### src/rtl/chain_delay_meter.sv
// chain_delay_meter: self-timed meter for one delay-chain lane. Launches alternating
// edges into the chain, counts cycles to synchronized arrival, and sums 2^AVG_LOG counts.
module chain_delay_meter #(
  parameter int CNT_W   = 16,
  parameter int AVG_LOG = 2,
  parameter int SETTLE  = 8
) (
  input  logic                     clk,
  input  logic                     rst,
  input  logic                     start,
  output logic                     launch,
  input  logic                     sense,
  output logic                     busy,
  output logic                     done,
  output logic                     timeout,
  output logic [CNT_W-1:0]         last,
  output logic [CNT_W+AVG_LOG-1:0] result
);

  localparam int ACC_W = CNT_W + AVG_LOG;
  localparam int RUN_W = AVG_LOG + 1;
  localparam int SET_W = $clog2(SETTLE + 1);
  localparam int RUNS  = 1 << AVG_LOG;

  localparam logic [RUN_W-1:0] RUN_TOTAL  = RUNS[RUN_W-1:0];
  localparam logic [SET_W-1:0] SETTLE_CNT = SETTLE[SET_W-1:0];
  localparam logic [CNT_W-1:0] CNT_MAX    = {CNT_W{1'b1}};
  localparam logic [ACC_W-1:0] ACC_MAX    = {ACC_W{1'b1}};

  typedef enum logic [2:0] {
    ST_IDLE    = 3'd0,
    ST_SETTLE  = 3'd1,
    ST_FIRE    = 3'd2,
    ST_MEASURE = 3'd3,
    ST_DONE    = 3'd4
  } state_t;

  state_t           state_q, state_d;
  logic             sync1_q, sync1_d;
  logic             sync2_q, sync2_d;
  logic             sense_s;
  logic             launch_q, launch_d;
  logic [CNT_W-1:0] cnt_q, cnt_d;
  logic [SET_W-1:0] settle_q, settle_d, settle_inc;
  logic [RUN_W-1:0] run_q, run_d, run_inc;
  logic [ACC_W-1:0] acc_q, acc_d, acc_sum;
  logic [CNT_W-1:0] last_q, last_d;
  logic [ACC_W-1:0] result_q, result_d;
  logic             timeout_q, timeout_d;
  logic             busy_q, busy_d;
  logic             done_q, done_d;
  logic             matched;
  logic             abort;

  // Two-flop synchronizer for the chain output, which is asynchronous to clk.
  always_comb begin
    sync1_d = sense;
    sync2_d = sync1_q;
  end

  assign sense_s = sync2_q;

  // Next-state, datapath and registered-output logic for the measurement sequence.
  always_comb begin
    state_d    = state_q;
    launch_d   = launch_q;
    cnt_d      = cnt_q;
    settle_d   = settle_q;
    run_d      = run_q;
    acc_d      = acc_q;
    last_d     = last_q;
    result_d   = result_q;
    timeout_d  = timeout_q;
    abort      = 1'b0;
    matched    = (sense_s == launch_q);
    settle_inc = settle_q + SET_W'(1'b1);
    run_inc    = run_q + RUN_W'(1'b1);
    acc_sum    = acc_q + ACC_W'(cnt_q);

    case (state_q)
      ST_IDLE: begin
        if (start) begin
          acc_d     = '0;
          run_d     = '0;
          cnt_d     = '0;
          settle_d  = '0;
          timeout_d = 1'b0;
          state_d   = ST_SETTLE;
        end else begin
          state_d = ST_IDLE;
        end
      end

      ST_SETTLE: begin
        cnt_d = cnt_q + CNT_W'(1'b1);
        if (matched) begin
          settle_d = settle_inc;
        end else begin
          settle_d = '0;
        end
        // A finished settle window takes priority over the cycle budget running out.
        if (matched && (settle_inc == SETTLE_CNT)) begin
          state_d = ST_FIRE;
        end else if (cnt_q == CNT_MAX) begin
          abort = 1'b1;
        end else begin
          state_d = ST_SETTLE;
        end
      end

      ST_FIRE: begin
        launch_d = ~launch_q;
        cnt_d    = '0;
        settle_d = '0;
        state_d  = ST_MEASURE;
      end

      ST_MEASURE: begin
        cnt_d = cnt_q + CNT_W'(1'b1);
        if (matched) begin
          last_d = cnt_q;
          acc_d  = acc_sum;
          run_d  = run_inc;
          cnt_d  = '0;
          // Result is loaded on entry to DONE so it is valid while done is high.
          if (run_inc == RUN_TOTAL) begin
            result_d = acc_sum;
            state_d  = ST_DONE;
          end else begin
            settle_d = '0;
            state_d  = ST_SETTLE;
          end
        end else if (cnt_q == CNT_MAX) begin
          abort = 1'b1;
        end else begin
          state_d = ST_MEASURE;
        end
      end

      ST_DONE: begin
        state_d = ST_IDLE;
      end

      default: begin
        state_d = ST_IDLE;
      end
    endcase

    if (abort) begin
      timeout_d = 1'b1;
      last_d    = CNT_MAX;
      result_d  = ACC_MAX;
      state_d   = ST_DONE;
    end else begin
      timeout_d = timeout_d;
    end

    busy_d = (state_d != ST_IDLE);
    done_d = (state_d == ST_DONE);
  end

  // State and datapath registers with synchronous reset.
  always_ff @(posedge clk) begin
    if (rst) begin
      state_q   <= ST_IDLE;
      sync1_q   <= 1'b0;
      sync2_q   <= 1'b0;
      launch_q  <= 1'b0;
      cnt_q     <= '0;
      settle_q  <= '0;
      run_q     <= '0;
      acc_q     <= '0;
      last_q    <= '0;
      result_q  <= '0;
      timeout_q <= 1'b0;
      busy_q    <= 1'b0;
      done_q    <= 1'b0;
    end else begin
      state_q   <= state_d;
      sync1_q   <= sync1_d;
      sync2_q   <= sync2_d;
      launch_q  <= launch_d;
      cnt_q     <= cnt_d;
      settle_q  <= settle_d;
      run_q     <= run_d;
      acc_q     <= acc_d;
      last_q    <= last_d;
      result_q  <= result_d;
      timeout_q <= timeout_d;
      busy_q    <= busy_d;
      done_q    <= done_d;
    end
  end

  assign launch  = launch_q;
  assign busy    = busy_q;
  assign done    = done_q;
  assign timeout = timeout_q;
  assign last    = last_q;
  assign result  = result_q;

endmodule
### config.mk
export PLATFORM = sky130hd
export DESIGN_NAME = chain_delay_meter
export DESIGN_NICKNAME = d
export VERILOG_FILES = /design/src/rtl/chain_delay_meter.sv
export SDC_FILE = /design/constraint.sdc
export NUM_CORES = 1
export LEC_CHECK = 0
export ABC_AREA = 1
export BUFFER_PORTS_ARGS = -buffer_cell sky130_fd_sc_hd__buf_2
export CORE_ASPECT_RATIO = 1.4
export CORE_MARGIN = 2
export CORE_UTILIZATION = 35
export CTS_BUF_LIST = sky130_fd_sc_hd__clkbuf_4 sky130_fd_sc_hd__clkbuf_8 sky130_fd_sc_hd__clkbuf_16
export CTS_CLUSTER_DIAMETER = 50
export DETAILED_ROUTE_END_ITERATION = 7
export PLACE_DENSITY = 0.48
export SLEW_MARGIN = 10
export SYNTH_ARGS = -nofsm -noshare
export SYNTH_HDL_FRONTEND = slang
export SYNTH_SLANG_ARGS = --single-unit
### constraint.sdc
create_clock -name clk -period 2.4 [get_ports clk]
set_clock_uncertainty 0.15 [all_clocks]
set_input_delay 0.24 -clock clk [delete_from_list [all_inputs] [get_ports clk]]
set_output_delay 0.24 -clock clk [all_outputs]
set_load 0.02 [all_outputs]
* After elaboration in Yosys (flattened, before gate mapping)
Index checks and enable logic that the tools add are counted.
** Storage, ports and cells
- Register bits :: 84
- Latch bits :: 0
- RAM bits :: 0
- ROM bits :: 0
- Output and inout bits :: 38
- Logic and storage cells :: 81
- Memories kept :: 0
** Cells by class
- Add/subtract/negate cells :: 4
- Multiply operators :: 0
- Divide/modulo/power cells :: 0
- Order comparisons :: 0
- Equal/unequal tests :: 11
- Shift operators :: 0
- Mux-type cells :: 36
- Bitwise operators :: 1
- Reductions and logical operators :: 16
** Operator list (number)
- $mux 18 :: 6
- $mux 16 :: 5
- $pmux 16 s4 :: 1
- $pmux 18 s2 :: 1
- $mux 3 :: 8
- $add 18x16->18 :: 1
- $add 16x1->16 const B :: 1
- $eq 16x16->1 const B :: 1
- $mux 4 :: 4
- $pmux 4 s4 :: 1
- $pmux 3 s4 :: 1
- $reduce_bool 2->1 :: 6
- $mux 1 :: 7
- $eq 3x2->1 const B :: 2
- $eq 3x3->1 const B :: 2
- $ne 2x2->1 const B :: 3
- $pmux 3 s2 :: 1
- $reduce_and 2->1 :: 3
- $reduce_and 3->1 :: 2
- $add 4x1->4 const B :: 1
- $eq 4x4->1 const B :: 1
- $reduce_and 4->1 :: 1
- $reduce_bool 4->1 :: 1
- $add 3x1->3 const B :: 1
- 7 further kinds :: 7

* Depth between registers and ports, before layout
- Depth in word-level cells :: 7
- Mapped depth :: 14
- Mapped depth without buffers :: 14

* Worst setup path after synthesis
No wires, ideal clock.
- Path type :: reg2reg
- From :: register cnt_q[0]
- To :: register result_q[16], in the netlist result[16]
- Library setup time :: 0.115 ns
- Data arrival time :: 1.713 ns
- Required time :: 2.135 ns
- Path slack :: 0.422 ns
- Cell stages (with the launch flop) :: 14
- Buffers on the path :: 0
- Clock period less this slack :: 1.978 ns
- Cells stage by stage :: dfxtp_1 ha_1 inv_1 fa_1 inv_1 nand3_1 nand2_1 nand2_1 nand2_1 nand2_1 nand2_1 nand2_1 a21oi_1 nor2_1
** On the way
- Word-level cells in the longest chain between the ends :: 6
- Elaborated cells between the ends (all ways) :: 14
- Classes of those cells :: add/sub (1); eq/ne (1); mux (8); reduce/logical (4)
** Ends and longest elaborated chain
- start: declaration :: RTL line 43 : logic [CNT_W-1:0] cnt_q, cnt_d;
- start signal: assignment :: RTL line 183 : cnt_q <= cnt_d;
- branches (longest 6 deep; another with $add 18x16->18)
- end signal: assignment :: RTL line 188 : result_q <= result_d;
- end: declaration :: RTL line 48 : logic [ACC_W-1:0] result_q, result_d;
Several ways; the timed one is not identified. The select of a mux whose other input is x is not followed.
A chain may end at the register's enable or synchronous reset.

* Final worst setup path
- From :: register cnt_q[1]
- To :: register state_q[0]
** On the way
- Word-level cells in the longest chain between the ends :: 5
- Elaborated cells between the ends (all ways) :: 11
- Classes of those cells :: eq/ne (1); mux (10)
** Ends and longest elaborated chain
- $eq 16x16->1 (*) :: RTL line 104, 133
- $mux 3 (tied with other cells) :: RTL line 133 : end else if (cnt_q == CNT_MAX) begin
- $mux 3 (tied with other cells) :: RTL line 120 : if (matched) begin
- $pmux 3 s4 / $pmux 1 s2 (equally long branches) :: RTL line 80 : case (state_q)
- $mux 3 (*) :: RTL line 149 : if (abort) begin
- end signal: assignment :: RTL line 179 : state_q <= state_d;
- end: declaration :: RTL line 38 : state_t state_q, state_d;
Mark *: on every way between the ends. The rest lies on a longest branch, timed or not.

==> flow_summary.json <==
{
  "antenna_cells_inserted": 0,
  "finalCritPeriodShare_pct": 88.2,
  "grt_pass1_wl_um": 20000,
  "timing.critical_path.arrival_ns": 2.17,
  "achievable-frequency_ghz": 0.472,
  "globalplace.congestion": 0.963,
  "p_per_area_nw_per_um2": 593,
  "detailed_place.area_um2": 4760,
  "slew_headroom_pct": 56.2,
  "cts-root-buf": "sky130_fd_sc_hd__clkbuf_16",
  "ys_dominant_reg_cell": "sky130_fd_sc_hd__dfxtp_1",
  "synth_cell_type_count": 37,
  "end_kind": "flop",
  "run_status": "completed",
  "numCtsBuffers": 9,
  "ys_ff_latch": 84,
  "synthesis.yosys.warnings": 0,
  "tns_ns": 0,
  "path_clk_slew_ns": 0.06,
  "detailroute.via_count": 4151,
  "grt_pass1_vias": 3920,
  "grt_overflow": 0,
  "post_synthesis_average_cell_area_um2": 6.89,
  "slew_violations": 0,
  "peakVddDrop_mv": 0.350,
  "worst_hold_path_type": "in2reg",
  "clock_sinks": 84,
  "port_bufs": 41,
  "final_hold_viol_count": 0,
  "setup.worst_path.start_class": "flop",
  "post-route-min-period_ns": 2.12,
  "clock_tree.buffer_depth": 2,
  "tritoncts": "done",
  "floorplan.rows": 48,
  "tightestPinTransition_ns": 0.657,
  "grt_usage_pct": 19.0,
  "detailedPlacementHpwl_um": 9090,
  "synth_enable_flop_cells": 0,
  "final_cells": 832,
  "floorplan.initialDensity_pct": 35.5,
  "die_outline_area_um2": 13400,
  "async_reset_ff_share_pct": 0,
  "route.detailed.drc": 0,
  "area_growth_from_synthesis_to_layout_pct": 17.0,
  "h-tree-depth": 3,
  "placed_cells_incl_taps": 816,
  "syn_nets": 658,
  "critical_setup_path_class": "reg2reg",
  "top_level_i_o_count": 42,
  "count_of_mapped_cells_out_of_synthesis": 632,
  "grt_max_degree": 57,
  "postRouteWirelength_um": 12400,
  "post-layout-total-power_mw": 3.02,
  "grt_antenna_before_repair": 0,
  "share_of_post_route_cells_with_drive_strength_above_1_pct": 12.8,
  "fin_area_um2": 5090,
  "clock_insertion_delay_worst_skew_ns": 0.34,
  "die_width_um": 98.3,
  "route.detailed.wl_per_inst_um": 14.9,
  "drtAntennaViolNets": 0,
  "finish.net_count": 704,
  "final-setup-viol-count": 0,
  "die_height_um": 136,
  "via_per_inst": 4.99,
  "detail_route.first_pass.iterations": 5,
  "critical_path.max_fanout": 5,
  "synth_sequential_area_ratio_pct": 38.6,
  "cts_setup_buffers": 0,
  "max-cap-violations": 0,
  "leakagePower_nw": 2.31,
  "cp_data_required_time_ns": 2.45,
  "core_area_um2": 12300,
  "drtIter0Drc": 255,
  "combined_area_of_all_synthesized_cells_um2": 4350,
  "rsz_0062_raised_after_global_routing": "false"
}
[layer usage]
metal	vias up	GRT usage, %	wire [um]
met2	91	32.4	6050
li1	2163	-	-
met3	18	3.50	550
met5	-	0	0
met4	0	6.47	193
met1	1879	24.1	5590
[what timing repair did]
| item | 4_1_cts | 5_1_grt |
|---|---|---|
| setup endpoints to repair | 0 | 6 |
| resized for setup | 0 | 4 |
| hold buffers | 1 | 0 |
| hold endpoints to repair | 1 | 0 |
[metrics by stage]
| stage | hold slack [ns] | worst slack, ns | utilization (%) |
|---|---|---|---|
| 2_1_floorplan | 0.197 | 0.422 | - |
| 3_3_place_gp | 0.239 | 0.249 | 38.9 |
| 3_5_place_dp | 0.246 | 0.174 | 38.9 |
| 4_1_cts | 0.0679 | 0.165 | 41.4 |
| 5_1_grt | 0.0871 | 0.0253 | 41.6 |
| 6_report | 0.0708 | 0.282 | 41.6 |
[logic make-up after synthesis]
group / count (synthesis) / share of synthesized area (%)
fa+ha+maj: 22 / 6.50
xor+xnor: 10 / 2.18
flops: 84 / 38.6
buf+inv: 80 / 7.50
simple gates: 310 / 29.7
compound gates: 126 / 15.5
[cell usage in the layout, fill, tap and decap left out, types with 12 or more instances in the layout]
cell,synthesis,layout
sky130_fd_sc_hd__a21oi_1,67,67
sky130_fd_sc_hd__buf_2,9,41
sky130_fd_sc_hd__buf_4,2,14
sky130_fd_sc_hd__dfxtp_1,84,83
sky130_fd_sc_hd__ha_1,21,20
sky130_fd_sc_hd__inv_1,56,56
sky130_fd_sc_hd__nand2_1,170,169
sky130_fd_sc_hd__nand3_1,35,35
sky130_fd_sc_hd__nor2_1,71,71
sky130_fd_sc_hd__o21ai_0,25,25
sky130_fd_sc_hd__o21ai_1,12,12
[report_power, final]
| group | switching [mW] | internal (mW) | leakage [nW] |
|---|---|---|---|
| clock network | 0.577 | 0.899 | 0.155 |
| logic | 0.0949 | 0.0402 | 1.48 |
| registers | 0.00792 | 1.40 | 0.678 |
| total | 0.680 | 2.34 | 2.31 |
[worst paths after layout]
| kind | start | endpoint | slack [ns] | cells past startpoint |
|---|---|---|---|---|
| worst max register to register | cnt_q[1] | state_q[0] | 0.28 | 11 |
| worst max-delay path | cnt_q[1] | state_q[0] | 0.28 | 11 |
| worst min-delay path | start | timeout | 0.07 | 4 |
| worst min register to register | sync1_q | sense_s | 0.25 | 2 |
[synthesized netlist by cell type (2+ instances only)]
library cell / number / area share (%)
sky130_fd_sc_hd__a211oi_1: 3 / 0.52
sky130_fd_sc_hd__or2_2: 3 / 0.43
sky130_fd_sc_hd__nand2_1: 170 / 15
sky130_fd_sc_hd__buf_2: 9 / 1.0
sky130_fd_sc_hd__buf_4: 2 / 0.34
sky130_fd_sc_hd__nand3_2: 2 / 0.46
sky130_fd_sc_hd__a21oi_1: 67 / 7.7
sky130_fd_sc_hd__o21ai_0: 25 / 2.9
sky130_fd_sc_hd__a31oi_1: 11 / 1.6
sky130_fd_sc_hd__a22oi_1: 2 / 0.34
sky130_fd_sc_hd__ha_1: 21 / 6.0
sky130_fd_sc_hd__and2_1: 4 / 0.57
sky130_fd_sc_hd__nand3b_1: 4 / 0.69
sky130_fd_sc_hd__xor2_1: 3 / 0.60
sky130_fd_sc_hd__nand2_2: 3 / 0.43
sky130_fd_sc_hd__xnor2_1: 6 / 1.2
sky130_fd_sc_hd__clkbuf_1: 9 / 0.78
sky130_fd_sc_hd__inv_1: 56 / 4.8
sky130_fd_sc_hd__nand4_1: 5 / 0.72
sky130_fd_sc_hd__nor3_1: 11 / 1.3
sky130_fd_sc_hd__inv_2: 2 / 0.17
sky130_fd_sc_hd__o21ai_1: 12 / 1.4
sky130_fd_sc_hd__nand3_1: 35 / 4.0
sky130_fd_sc_hd__nor2_1: 71 / 6.1
sky130_fd_sc_hd__dfxtp_1: 84 / 39
[worst max-delay path: stages (launching register included)]
cell	delay [ns]
sky130_fd_sc_hd__dfxtp_1	0.40
sky130_fd_sc_hd__ha_1	0.22
sky130_fd_sc_hd__nand2_1	0.06
sky130_fd_sc_hd__inv_1	0.12
sky130_fd_sc_hd__nand3_1	0.13
sky130_fd_sc_hd__nor2_1	0.19
sky130_fd_sc_hd__nor3b_1	0.38
sky130_fd_sc_hd__nand3_1	0.11
sky130_fd_sc_hd__nand2_1	0.08
sky130_fd_sc_hd__inv_1	0.05
sky130_fd_sc_hd__nand2_1	0.05
sky130_fd_sc_hd__nor2_1	0.04
[cell type report]
type | instances | area [um^2]
clock buffers | 9 | 225
clock inverters | 6 | 80.1
fillers | 1312 | 7160
inverters | 58 | 218
multi-input cells | 468 | 2360
flip-flops and latches | 84 | 1680
well taps | 150 | 188
repair buffers | 57 | 340
[sequential cells by signal, summed over array words and instances (netlist names), 3 cells and up]
signal and cells:
acc_q 18, cnt_q 16, last 16, result 18, run_q 3, settle_q 4
state_q 3
Power figures use the tool's default switching activity.
